`config.mk`:
```
export PLATFORM = sky130hd
export DESIGN_NAME = collision_detect_flat
export DESIGN_NICKNAME = d
export VERILOG_FILES = /design/src/rtl/collision_detect_pkg.sv /design/src/rtl/collision_detect_if.sv /design/src/rtl/frame_divider.sv /design/src/rtl/collision_detect.sv /design/src/flat_wrapper.sv
export SDC_FILE = /design/constraint.sdc
export NUM_CORES = 1
export LEC_CHECK = 0
export BUFFER_PORTS_ARGS = -buffer_cell sky130_fd_sc_hd__buf_2
export CORE_ASPECT_RATIO = 1.1
export CORE_UTILIZATION = 51
export DETAILED_ROUTE_END_ITERATION = 10
export PLACE_DENSITY = 0.8
export SETUP_SLACK_MARGIN = 0.3
export SLEW_MARGIN = 20
export SYNTH_ARGS = -nofsm -noshare
export SYNTH_HDL_FRONTEND = slang
export SYNTH_SLANG_ARGS = --single-unit
```
`constraint.sdc`:
```
create_clock -name clk -period 1.9 [get_ports clk]
set_input_delay 0.38 -clock clk [delete_from_list [all_inputs] [get_ports clk]]
set_output_delay 0.38 -clock clk [all_outputs]
set_load 0.01 [all_outputs]
```
`src/rtl/collision_detect_pkg.sv`:
```
// Shared types and default parameters for the collision detector.
package collision_detect_pkg;

  typedef enum logic [1:0] {
    ST_IDLE = 2'd0,
    ST_PLAY = 2'd1,
    ST_HIT  = 2'd2,
    ST_OVER = 2'd3
  } state_t;

  localparam int HIT_THRESH_DEF   = 4;
  localparam int FLASH_FRAMES_DEF = 16;
  localparam int SCORE_DIV_DEF    = 64;

  // 8-bit increment that sticks at 255
  function automatic logic [7:0] sat_inc8(input logic [7:0] val, input logic inc);
    if (inc && (val != 8'hFF)) begin
      return val + 8'd1;
    end
    return val;
  endfunction

endpackage

```
`src/rtl/collision_detect_if.sv`:
```
// Video-side inputs and game-status outputs of the collision detector.
interface collision_detect_if;
  logic        frame;
  logic        start;
  logic        active;
  logic        cube;
  logic [7:0]  obstacle;
  logic        run;
  logic        crash;
  logic [7:0]  crash_mask;
  logic        flash;
  logic [15:0] score;

  modport master (
    output frame, start, active, cube, obstacle,
    input  run, crash, crash_mask, flash, score
  );

  modport slave (
    input  frame, start, active, cube, obstacle,
    output run, crash, crash_mask, flash, score
  );
endinterface

```
`src/rtl/frame_divider.sv`:
```
// Counts enabled frame pulses modulo MODULUS; wrap pulses on the last count.
module frame_divider #(
  parameter int MODULUS = 64
) (
  input  logic clk,
  input  logic reset,
  input  logic en,
  input  logic clr,
  output logic wrap
);

  localparam int CW = (MODULUS > 1) ? $clog2(MODULUS) : 1;
  localparam logic [CW-1:0] LAST = CW'(MODULUS - 1);

  logic [CW-1:0] cnt;

  // A clear in the same cycle as an enable suppresses the wrap
  assign wrap = en & ~clr & (cnt == LAST);

  // Modulo counter with synchronous clear
  always_ff @(posedge clk) begin
    if (reset || clr) begin
      cnt <= '0;
    end else if (en) begin
      cnt <= (cnt == LAST) ? '0 : cnt + CW'(1);
    end
  end

endmodule

```
`src/rtl/collision_detect.sv`:
```
// Per-frame cube/obstacle overlap detector with game state, score and flash.
//
// state | meaning
// IDLE  | waiting for start after reset
// PLAY  | obstacles moving, overlaps counted per frame, score running
// HIT   | crash detected, waiting for the next frame pulse
// OVER  | game over, crashed lines flashing, start restarts play
module collision_detect
  import collision_detect_pkg::*;
#(
  parameter int HIT_THRESH   = HIT_THRESH_DEF,
  parameter int FLASH_FRAMES = FLASH_FRAMES_DEF,
  parameter int SCORE_DIV    = SCORE_DIV_DEF
) (
  input logic               clk,
  input logic               reset,
  collision_detect_if.slave bus
);

  state_t      state, state_nxt;
  logic [7:0]  overlap_cnt, overlap_nxt;
  logic [7:0]  mask, mask_nxt;
  logic [7:0]  pix_mask;
  logic [7:0]  crash_mask_q;
  logic [15:0] score_q;
  logic        run_q, crash_q, flash_q;
  logic        pix_hit, pix_overlap;
  logic        crash_detect, restart;
  logic        score_en, score_wrap;
  logic        flash_en, flash_clr, flash_wrap;

  assign pix_hit      = bus.active & bus.cube;
  assign pix_overlap  = pix_hit & (|bus.obstacle);
  assign pix_mask     = pix_hit ? bus.obstacle : 8'h00;
  assign crash_detect = (state == ST_PLAY) && bus.frame && (overlap_cnt >= 8'(HIT_THRESH));
  assign restart      = (state == ST_OVER) && bus.start;

  // Frame pulses in PLAY advance the score, except the one that declares a crash
  assign score_en  = (state == ST_PLAY) && bus.frame && !crash_detect;
  // Flash phase restarts every time OVER is (re)entered
  assign flash_en  = (state == ST_OVER) && bus.frame;
  assign flash_clr = (state != ST_OVER) || restart;

  frame_divider #(.MODULUS(SCORE_DIV)) u_score_div (
    .clk   (clk),
    .reset (reset),
    .en    (score_en),
    .clr   (restart),
    .wrap  (score_wrap)
  );

  frame_divider #(.MODULUS(FLASH_FRAMES)) u_flash_div (
    .clk   (clk),
    .reset (reset),
    .en    (flash_en),
    .clr   (flash_clr),
    .wrap  (flash_wrap)
  );

  // Next state plus per-frame overlap counter and hit-mask update
  always_comb begin
    state_nxt   = state;
    overlap_nxt = overlap_cnt;
    mask_nxt    = mask;
    case (state)
      ST_IDLE: begin
        if (bus.start) state_nxt = ST_PLAY;
      end
      ST_PLAY: begin
        if (bus.frame) begin
          // The pixel in the frame-pulse cycle opens the new frame
          if (crash_detect) state_nxt = ST_HIT;
          overlap_nxt = {7'd0, pix_overlap};
          mask_nxt    = pix_mask;
        end else begin
          overlap_nxt = sat_inc8(overlap_cnt, pix_overlap);
          mask_nxt    = mask | pix_mask;
        end
      end
      ST_HIT: begin
        if (bus.frame) state_nxt = ST_OVER;
      end
      ST_OVER: begin
        if (bus.start) begin
          state_nxt   = ST_PLAY;
          overlap_nxt = 8'd0;
          mask_nxt    = 8'd0;
        end
      end
      default: state_nxt = ST_IDLE;
    endcase
  end

  // State, counters and registered outputs
  always_ff @(posedge clk) begin
    if (reset) begin
      state        <= ST_IDLE;
      overlap_cnt  <= 8'd0;
      mask         <= 8'd0;
      crash_mask_q <= 8'd0;
      score_q      <= 16'd0;
      run_q        <= 1'b0;
      crash_q      <= 1'b0;
      flash_q      <= 1'b1;
    end else begin
      state       <= state_nxt;
      overlap_cnt <= overlap_nxt;
      mask        <= mask_nxt;
      run_q       <= (state_nxt == ST_PLAY);
      crash_q     <= (state_nxt == ST_HIT) || (state_nxt == ST_OVER);

      if (crash_detect) begin
        crash_mask_q <= mask;
      end else if (restart) begin
        crash_mask_q <= 8'd0;
      end

      if (restart) begin
        score_q <= 16'd0;
      end else if (score_wrap && (score_q != 16'hFFFF)) begin
        score_q <= score_q + 16'd1;
      end

      if (state_nxt != ST_OVER) begin
        flash_q <= 1'b1;
      end else if (flash_wrap) begin
        flash_q <= ~flash_q;
      end
    end
  end

  assign bus.run        = run_q;
  assign bus.crash      = crash_q;
  assign bus.crash_mask = crash_mask_q;
  assign bus.flash      = flash_q;
  assign bus.score      = score_q;

endmodule

```
`src/flat_wrapper.sv`:
```
// flat-port wrapper written by rule: the top's interface ports become plain ports
module collision_detect_flat import collision_detect_pkg::*;
#(
  parameter int HIT_THRESH   = HIT_THRESH_DEF,
  parameter int FLASH_FRAMES = FLASH_FRAMES_DEF,
  parameter int SCORE_DIV    = SCORE_DIV_DEF
)
  (clk, reset, bus_frame, bus_start, bus_active, bus_cube, bus_obstacle, bus_run, bus_crash, bus_crash_mask, bus_flash, bus_score);
  collision_detect_if bus_i ();
  input logic clk;
  input logic reset;
  input wire logic [$bits(bus_i.frame)-1:0] bus_frame;
  input wire logic [$bits(bus_i.start)-1:0] bus_start;
  input wire logic [$bits(bus_i.active)-1:0] bus_active;
  input wire logic [$bits(bus_i.cube)-1:0] bus_cube;
  input wire logic [$bits(bus_i.obstacle)-1:0] bus_obstacle;
  output wire logic [$bits(bus_i.run)-1:0] bus_run;
  output wire logic [$bits(bus_i.crash)-1:0] bus_crash;
  output wire logic [$bits(bus_i.crash_mask)-1:0] bus_crash_mask;
  output wire logic [$bits(bus_i.flash)-1:0] bus_flash;
  output wire logic [$bits(bus_i.score)-1:0] bus_score;
  assign bus_i.frame = bus_frame;
  assign bus_i.start = bus_start;
  assign bus_i.active = bus_active;
  assign bus_i.cube = bus_cube;
  assign bus_i.obstacle = bus_obstacle;
  assign bus_run = bus_i.run;
  assign bus_crash = bus_i.crash;
  assign bus_crash_mask = bus_i.crash_mask;
  assign bus_flash = bus_i.flash;
  assign bus_score = bus_i.score;
  collision_detect #(.HIT_THRESH(HIT_THRESH), .FLASH_FRAMES(FLASH_FRAMES), .SCORE_DIV(SCORE_DIV)) u_core (.clk(clk), .reset(reset), .bus(bus_i));
endmodule
```
After elaboration in Yosys (flattened, before gate mapping). Cells that the tools add are included. W data, S select, Z words.

Register bits: 55. Bits of input ports: 14. Output and inout port bits: 27. Logic and storage cells: 80.

$add $sub $neg: 4. $lt $le $gt $ge: 1. Equal/unequal tests: 14. Mux-type cells: 20. Bitwise gates (word level): 10. Reductions and logical operators: 21.

Operators with widths (count): $mux W8 (8); $pmux W8 S2 (2); $add A16 B1 Y16 const B (1); $ne A16 B16 Y1 const B (1); $add A8 B1 Y8 const B (1); $eq A2 B2 Y1 const B (4); $ge A8 B3 Y1 const B (1); $mux W2 (4); $ne A8 B8 Y1 const B (1); $or A8 B8 Y8 (1); $reduce_or A8 Y1 (1); $logic_and A1 B1 Y1 (7); $add A6 B1 Y6 const B (1); $and A1 B1 Y1 (6); $eq A6 B6 Y1 const B (1); $mux W6 (1); $ne A2 B2 Y1 const B (3); $pmux W2 S3 (1); $reduce_or A2 Y1 (3); $add A4 B1 Y4 const B (1); $eq A2 B1 Y1 const B (2); $eq A4 B4 Y1 const B (1); $logic_or A1 B1 Y1 (4); $mux W4 (1); other kinds (8) (13).

Longest topological paths before layout. Gate-level depths: netlist of the first run.

Depth after elaboration: 9. Depth in mapped cells: 8. Mapped depth without buffers: 7.

By module. Synthesis of the first run repeated with hierarchy kept, for this count alone.

Cells, all modules: 300. Area, all modules: 2570.0 µm².

Modules (own cells, without submodules): collision_detect (instances 1, cells an instance 253, area an instance 2118.3 µm²); frame_divider at u_core.u_score_div (instances 1, cells an instance 28, area an instance 264.0 µm²); frame_divider at u_core.u_flash_div (instances 1, cells an instance 19, area an instance 187.7 µm²).

Least setup slack after synthesis of the first run. OpenSTA, ideal clock, no wires.

Path kind: register to register. From: register u_core.overlap_cnt[7]. To: register u_core.score_q[3] (netlist: u_core.bus.score[3]). Library setup time: 0.070 ns. Data arrival time: 1.980 ns. Required time: 1.830 ns. Setup slack: -0.151 ns. Stages on the path, launching flop included: 6. Path buffers: 0. Path through: dfxtp_1 or4_4 nor4_4 o211ai_4 or4b_1 a21oi_1.

Cells in the longest elaborated chain, start to end: 7.

Ends and longest elaborated chain: start, declared (line collision_detect.sv:21) `logic [7:0] overlap_cnt, overlap_nxt;`; start signal, assigned (line collision_detect.sv:107) `overlap_cnt <= overlap_nxt;`; $ge A8 B3 Y1 (line collision_detect.sv:35) `assign crash_detect = (state == ST_PLAY) && bus.frame && (overlap_cnt >= 8'(HIT_THRESH));`; $logic_and A1 B1 Y1 (line collision_detect.sv:35); $logic_not A1 Y1 (line collision_detect.sv:39) `assign score_en = (state == ST_PLAY) && bus.frame && !crash_detect;`; $logic_and A1 B1 Y1 (line collision_detect.sv:39); $and A1 B1 Y1 (2 in a row) (line frame_divider.sv:18) `assign wrap = en & ~clr & (cnt == LAST);`; $logic_and A1 B1 Y1 (line collision_detect.sv:120) `end else if (score_wrap && (score_q != 16'hFFFF)) begin`; end signal, assigned (line collision_detect.sv:121) `score_q <= score_q + 16'd1;`; end, declared (line collision_detect.sv:25) `logic [15:0] score_q;`.

Every way passes these cells. A chain may end at the register's enable or synchronous reset.

Final worst setup path of the first run.
From: register u_core.overlap_cnt[4]. To: register u_core.score_q[3] (netlist: u_core.bus.score[3]).

Same word-level chain as after synthesis.

==> impl_metrics.yaml, run 1 <==
logic_synthesis:
  syn-instance-count: 302
  ys_dominant_reg_cell: "sky130_fd_sc_hd__dfxtp_1"
  ys_async_sr_fraction_pct: 0
  synth.cells.most_frequent: "55 x sky130_fd_sc_hd__dfxtp_1, 34 x sky130_fd_sc_hd__a21oi_1, 28 x sky130_fd_sc_hd__nand2_1, 27 x sky130_fd_sc_hd__nor2_1, 16 x sky130_fd_sc_hd__nand3_1"
  synth_enable_flop_cells: 0
  ys_types: 44
  yosysTopAreaCell: "sky130_fd_sc_hd__dfxtp_1"
  synth-warning-count: 0
  postSynthRegisterBits: 55
  yosys.area.top_type_share_pct: 42.0
  synth_area_leaders: "sky130_fd_sc_hd__dfxtp_1 42%, sky130_fd_sc_hd__a21oi_1 6.5%, sky130_fd_sc_hd__ha_1 4.3%, sky130_fd_sc_hd__nand2_1 4.0%, sky130_fd_sc_hd__nor2_1 3.9%"
  netlist_area_before_placement_mm2: 0.00262
  mappedNetlistNets: 325
  seq_total_area_yosys_pct: 42.0
  syn_avg_cell_area_um2: 8.68
  yosysMostFrequentCell: "sky130_fd_sc_hd__dfxtp_1"
floorplan:
  die_h_um: 77.2
  design.die.area_mm2: 0.00543
  fp-row-count: 27
  io-pin-count: 41
  placeableCoreArea_mm2: 0.00497
  floorplan.initialDensity_pct: 52.8
  die_x_um: 70.4
drt:
  drcViolationCount: 0
  detail_route.wl_per_cell_um: 15.6
  drt_pass1_iterations: 5
  drt_iter0_markers: 102
  dr_total_vias: 2697
  drtAntennaViolNets: 0
  via_per_inst: 5.98
  postRouteWirelength_um: 7030
worst_setup_path:
  path_class: "flip-flop to flip-flop"
  crit_path_cell_trace: "or4_4, nor4_4, buf_6, o211ai_4, or4b_1, a21oi_1"
  crit_fanout: 6
  worst_stage_delay_on_the_critical_path_ns: 0.55
  critical_path_data_arrival_time_ns: 2.27
  cp-start-kind: "flip-flop"
  critical_path_required_ns: 2.15
  timing.critical_path.buf_inv: 1
  critical_path_cell_count: 6
  regToRegSetupSlack_ns: -0.12
  setup.worst_path.end_class: "flip-flop"
  cpMaxStageDelayCell: "sky130_fd_sc_hd__or4_4"
  worst_path_dominant_cell_family: "simple AND/OR/NAND/NOR gates"
  reg2regPathDepth: 6
sta:
  fmaxAchievable_mhz: 495
  final_min_period_over_clock_period_pct: 106
  rsz0062_at_grt: "true"
  min_period_ns: 2.02
  final_hold_viol_count: 0
  slew_violations: 0
  tns_ns: -0.893
  final_setup_slack_of_the_worst_path_ns: -0.121
  maxSlewHeadroom_pct: 65.3
  finalSetupViolations: 14
  clock-skew-final_ns: 0.0117
  worst_slew_pin_slew_ns: 0.519
cells_and_area:
  final-instance-count-excl-fill: 451
  diodes: 0
  areaGrowthSynthToFinish_pct: 39.7
  drive_gt1_share_pct: 40.5
  total_nets_final: 415
  fillCellCount: 351
power_and_ir_drop:
  power_w: 0.00305
  vdd.ir_drop.worst_mv: 0.597
  power.static_leakage_nw: 1.39
  p_per_area_mw_per_mm2: 833
min_path:
  worstHoldPathCells: 3
  timing.hold.worst.class: "primary input to flip-flop"
clock_tree:
  tritoncts_num_sinks: 55
  cts.path.max_buffers: 2
  clk_root_buffer_cell: "sky130_fd_sc_hd__clkbuf_8"
  insertion_delay_ns: 0.31
  cts_inserted_buffers: 5
  tritoncts: "built"
  clock_tree.htree_level_count: 2
  clkSlewWorstSetupHoldPaths_ns: 0.10
  cts_hold_buf: 0
grt:
  grt_usage_pct: 26.0
  grt_start_max_net_pins: 23
  global_route_wire_length_before_repair_um: 11400
  gr-total-overflow: 0
  grt_pass1_vias: 2606
  initial_antenna_violation_count: 0
job:
  count_of_maximum_capacitance_violations: 0
status:
  outcome: "finished with violations"
  violations: "negative setup slack"
placement:
  post-place-cells: 427
  detailedPlacementHpwl_um: 4590
  globalplace.congestion: 0.838
  port_buffers: 40
-- through the flow --
stage	instance area (um^2)	hold slack [ns]	worst slack, ns	util, %
3_3_place_gp	3190	0.445	-0.0683	64.2
4_1_cts	3540	0.331	-0.102	71.3
2_1_floorplan	2690	0.432	-0.0342	-
5_1_grt	3660	0.350	-0.182	73.8
3_5_place_dp	3190	0.450	-0.0960	64.2
6_report	3660	0.340	-0.121	73.8
-- placed cells by master (no fill, tap or decap), types with 4 or more instances in the layout --
master	synthesis	layout
sky130_fd_sc_hd__a21oi_1	34	23
sky130_fd_sc_hd__a21oi_2	0	10
sky130_fd_sc_hd__a22oi_1	9	9
sky130_fd_sc_hd__a31oi_1	4	4
sky130_fd_sc_hd__buf_2	1	40
sky130_fd_sc_hd__buf_4	0	44
sky130_fd_sc_hd__buf_6	1	9
sky130_fd_sc_hd__clkbuf_8	0	6
sky130_fd_sc_hd__dfxtp_1	55	47
sky130_fd_sc_hd__dfxtp_2	0	6
sky130_fd_sc_hd__ha_1	9	5
sky130_fd_sc_hd__inv_1	6	5
sky130_fd_sc_hd__mux2i_1	5	5
sky130_fd_sc_hd__nand2_1	28	27
sky130_fd_sc_hd__nand2b_1	6	4
sky130_fd_sc_hd__nand3_1	16	11
sky130_fd_sc_hd__nand3_2	0	4
sky130_fd_sc_hd__nand4_1	9	9
sky130_fd_sc_hd__nor2_1	27	25
sky130_fd_sc_hd__o21ai_0	15	10
sky130_fd_sc_hd__or3_1	10	9
sky130_fd_sc_hd__or4_1	9	7
sky130_fd_sc_hd__xor2_1	7	5
-- metal layers --
layer / vias to the layer above / wire [um] / part of all wire, % / track usage, %
li1: 1301 / - / - / -
met1: 1286 / 2900 / 41 / 29.8
met2: 87 / 3630 / 52 / 45.3
met3: 23 / 279 / 4.0 / 4.99
met4: 0 / 223 / 3.2 / 12.8
met5: - / 0 / 0 / 0
-- area by class of cell --
cell class	count	area, um^2	share of cell area [%]
clock buffer	6	82.6	2.25
sequential	55	1120	30.5
inverter	6	25.0	0.683
timing repair buffer	93	632	17.2
multi-input combinational	231	1720	46.9
tap	58	72.6	1.98
clock inverter	2	16.3	0.444
-- cell families after synthesis --
logic type | Yosys count | share of synthesized area (%)
simple gates | 128 | 26.5
compound gates | 79 | 19.6
flops | 55 | 42.0
buf+inv | 17 | 2.77
xor+xnor | 9 | 3.01
fa+ha+maj | 9 | 4.29
mux | 5 | 1.91
-- timing repair --
| item | in CTS | in global routing |
|---|---|---|
| pin swaps | 29 | 16 |
| resized for setup | 35 | 22 |
| endpoints found under the setup margin | 51 | 51 |
| gates cloned | 1 | 0 |
| buffers inserted | 11 | 4 |
| endpoints found under the hold margin | 0 | 0 |
-- worst paths after layout --
check	to	from
setup / recovery	u_core.bus.score[3]$_SDFFE_PP0P_	u_core.overlap_cnt[4]$_SDFFE_PP0P_
setup reg to reg	u_core.bus.score[3]$_SDFFE_PP0P_	u_core.overlap_cnt[4]$_SDFFE_PP0P_
hold / removal	u_core.mask[4]$_SDFFE_PP0P_	bus_obstacle[4]
hold reg to reg	u_core.bus.crash_mask[2]$_SDFFE_PP0P_	u_core.mask[2]$_SDFFE_PP0P_
-- sequential cells by signal, indices dropped and copies added (netlist names) --
register / cells
u_core.bus.run: 1
u_core.state: 2
u_core.mask: 8
u_core.bus.crash_mask: 8
u_core.bus.flash: 1
u_core.u_score_div.cnt: 6
u_core.bus.score: 16
u_core.bus.crash: 1
u_core.overlap_cnt: 8
u_core.u_flash_div.cnt: 4
-- power by group --
| group | switching, W | leakage, nW | internal (W) |
|---|---|---|---|
| sequential | 0.0000644 | 0.448 | 0.00123 |
| combinational | 0.000556 | 0.892 | 0.000522 |
| clock | 0.000379 | 0.0474 | 0.000298 |
| total | 0.000999 | 1.39 | 0.00205 |
-- worst reg2reg max path, cell delays in order (launching register included) --
cell,delay (ns)
sky130_fd_sc_hd__dfxtp_2,0.33
sky130_fd_sc_hd__or4_4,0.55
sky130_fd_sc_hd__nor4_4,0.16
sky130_fd_sc_hd__buf_6,0.17
sky130_fd_sc_hd__o211ai_4,0.10
sky130_fd_sc_hd__or4b_1,0.54
sky130_fd_sc_hd__a21oi_1,0.13
Power figures use the tool's default switching activity.
==> inputs of run 2 (changes only) <==
ABC_AREA = 1   (was default)
CORE_UTILIZATION = 52   (was 51)
==> run 2 against run 1 <==
Compared with the run above: the run now ends clean; clock skew about the same; flip-flop and latch count unchanged; synthesized area increased by 13%; register-to-register slack improved by 0.49 ns; combinational power decreased by 17%; routed wire length decreased by 2.2%; non-clock buffer count decreased by 43; hold slack got worse by 0.022 ns; utilization decreased by 7.7 points; via count increased by 7.0%.
==> impl_metrics.yaml, run 2 <==
sta:
  min_period_ns: 1.53
  clock-skew-final_ns: 0.0120
  fmaxAchievable_mhz: 651
  rsz0062_at_grt: "true"
  worst_slew_pin_slew_ns: 0.385
  final_hold_viol_count: 0
  tns_ns: 0
  finalSetupViolations: 0
  slew_violations: 0
  maxSlewHeadroom_pct: 74.2
  final_min_period_over_clock_period_pct: 80.8
clock_tree:
  clock_tree.htree_level_count: 2
  cts_inserted_buffers: 5
  cts.path.max_buffers: 2
  tritoncts: "built"
  insertion_delay_ns: 0.31
  tritoncts_num_sinks: 55
  clkSlewWorstSetupHoldPaths_ns: 0.10
  clk_root_buffer_cell: "sky130_fd_sc_hd__clkbuf_8"
floorplan:
  die_x_um: 74.1
  floorplan.initialDensity_pct: 54.7
  placeableCoreArea_mm2: 0.00543
  fp-row-count: 28
  io-pin-count: 41
  die_h_um: 81.3
  design.die.area_mm2: 0.00602
drt:
  drt_pass1_iterations: 4
  drcViolationCount: 0
  drtAntennaViolNets: 0
  drt_iter0_markers: 122
  postRouteWirelength_um: 6870
  dr_total_vias: 2885
  detail_route.wl_per_cell_um: 12.2
  via_per_inst: 5.12
worst_setup_path:
  critical_path_data_arrival_time_ns: 1.78
  critical_path_required_ns: 2.15
  crit_fanout: 8
  cp-start-kind: "flip-flop"
  path_class: "flip-flop to flip-flop"
  setup.worst_path.end_class: "flip-flop"
grt:
  grt_usage_pct: 22.7
  global_route_wire_length_before_repair_um: 10700
  grt_pass1_vias: 2558
  gr-total-overflow: 0
  initial_antenna_violation_count: 0
  grt_start_max_net_pins: 24
logic_synthesis:
  netlist_area_before_placement_mm2: 0.00297
  synth.cells.most_frequent: "128 x sky130_fd_sc_hd__nand2_1, 55 x sky130_fd_sc_hd__dfxtp_1, 53 x sky130_fd_sc_hd__nor2_1, 42 x sky130_fd_sc_hd__inv_1, 32 x sky130_fd_sc_hd__a21oi_1"
  yosysTopAreaCell: "sky130_fd_sc_hd__dfxtp_1"
  synth_enable_flop_cells: 0
  mappedNetlistNets: 457
  synth_area_leaders: "sky130_fd_sc_hd__dfxtp_1 37%, sky130_fd_sc_hd__nand2_1 16%, sky130_fd_sc_hd__nor2_1 6.7%, sky130_fd_sc_hd__a21oi_1 5.4%, sky130_fd_sc_hd__inv_1 5.3%"
  postSynthRegisterBits: 55
  ys_dominant_reg_cell: "sky130_fd_sc_hd__dfxtp_1"
  seq_total_area_yosys_pct: 37.0
  yosysMostFrequentCell: "sky130_fd_sc_hd__nand2_1"
  ys_async_sr_fraction_pct: 0
  syn-instance-count: 434
  ys_types: 31
  yosys.area.top_type_share_pct: 37.0
  synth-warning-count: 0
  syn_avg_cell_area_um2: 6.85
cells_and_area:
  diodes: 0
  drive_gt1_share_pct: 27.5
  total_nets_final: 510
  layout.cells.most_common: "sky130_fd_sc_hd__nand2_1"
  layout_common_cells: "125 x sky130_fd_sc_hd__nand2_1, 48 x sky130_fd_sc_hd__nor2_1, 44 x sky130_fd_sc_hd__dfxtp_1"
  post-route-cell-area_mm2: 0.00359
  largest_register_ff_count: 16
  areaGrowthSynthToFinish_pct: 20.7
power_and_ir_drop:
  power_w: 0.00295
  p_per_area_mw_per_mm2: 821
  p_int_w: 0.00186
  power_frac_comb_pct: 30.4
  power.static_leakage_nw: 1.47
  p_sw_w: 0.00109
  vdd.ir_drop.worst_mv: 0.642
  sw_frac_of_total_pct: 37.0
  clock_network_fraction_of_total_power_pct: 22.1
  power.sequential.fraction_pct: 47.5
job:
  count_of_maximum_capacitance_violations: 0
status:
  outcome: "finished clean"
placement:
  globalplace.congestion: 0.913
  detailedPlacementHpwl_um: 4700
  place_area_mm2: 0.00326
  port_buffers: 40
min_path:
  timing.hold.worst.class: "primary input to flip-flop"
[run 2: worst max-delay path, stage by stage (launching register included)]
cell,delay (ns)
sky130_fd_sc_hd__dfxtp_4,0.38
sky130_fd_sc_hd__ha_4,0.14
sky130_fd_sc_hd__nand2_2,0.07
sky130_fd_sc_hd__nor3b_4,0.21
sky130_fd_sc_hd__nand4_2,0.12
sky130_fd_sc_hd__nor2_4,0.20
sky130_fd_sc_hd__clkbuf_16,0.19
sky130_fd_sc_hd__nand2_2,0.05
sky130_fd_sc_hd__a21oi_2,0.11
[run 2: stage by stage]
step	std cells	worst slack (ns)	utilization (%)	hold WS (ns)
floorplan	434	0.326	-	0.441
CTS	556	0.285	62.3	0.310
detailed placement	547	0.144	60.0	0.456
finish	563	0.365	66.1	0.319
global placement	547	0.193	60.0	0.445
global route	563	0.279	66.1	0.316
[run 2: cell type report]
type	count	area [um^2]
flip-flops and latches	55	1120
fillers	460	1840
clock buffers	6	72.6
repair buffers	50	309
clock inverters	2	17.5
multi-input cells	324	1780
inverters	51	194
well taps	75	93.8
[run 2: worst paths after layout]
| path | from | endpoint | slack, ns | depth (start not counted) |
|---|---|---|---|---|
| max | u_core.u_score_div.cnt[0]$_SDFFE_PP0N_ | u_core.bus.score[3]$_SDFFE_PP0P_ | 0.37 | 8 |
| min | bus_obstacle[6] | u_core.mask[6]$_SDFFE_PP0P_ | 0.32 | 3 |
| max reg2reg | u_core.u_score_div.cnt[0]$_SDFFE_PP0N_ | u_core.bus.score[3]$_SDFFE_PP0P_ | 0.37 | 8 |
| min reg2reg | u_core.bus.crash_mask[3]$_SDFFE_PP0P_ | u_core.bus.crash_mask[3]$_SDFFE_PP0P_ | 0.47 | 2 |
[run 2: logic make-up (layout without fill, tap and decap cells)]
kind of cell               after synthesis  after routing  share of synthesized area, %
and+or+nand+nor                        246            247                          36.4
buffers and inverters                   56            109                          7.91
DFF                                     55             55                          37.0
AOI/OAI and AO/OA                       52             52                          10.1
xor gates and xnor gates                16             16                          4.71
adders and majority gates                9              9                          3.79
[run 2: metal layers]
layer / global-route usage (%) / vias up / part of all wire (%)
li1: - / 1469 / -
met1: 26.1 / 1327 / 43
met2: 40.0 / 79 / 51
met3: 4.71 / 10 / 5.3
met4: 10.2 / 0 / 1.5
met5: 0 / - / 0
[run 2: what timing repair did]
| action | 4_1_cts | 5_1_grt |
|---|---|---|
| pin swaps | 1 | 9 |
| gates cloned | 0 | 2 |
| endpoints found under the setup margin | 29 | 47 |
| setup buffers | 1 | 5 |
| resized for setup | 7 | 42 |
| hold buffers | 0 | 0 |
[run 2: power by group through the flow]
stage          clock [W]  sequential, W  combinational, W
2_1_floorplan          0        0.00137          0.000598
6_report        0.000652        0.00140          0.000895
3_5_place_dp           0        0.00139          0.000765
3_3_place_gp           0        0.00138          0.000754
5_1_grt         0.000711        0.00141           0.00103
4_1_cts         0.000668        0.00137          0.000776
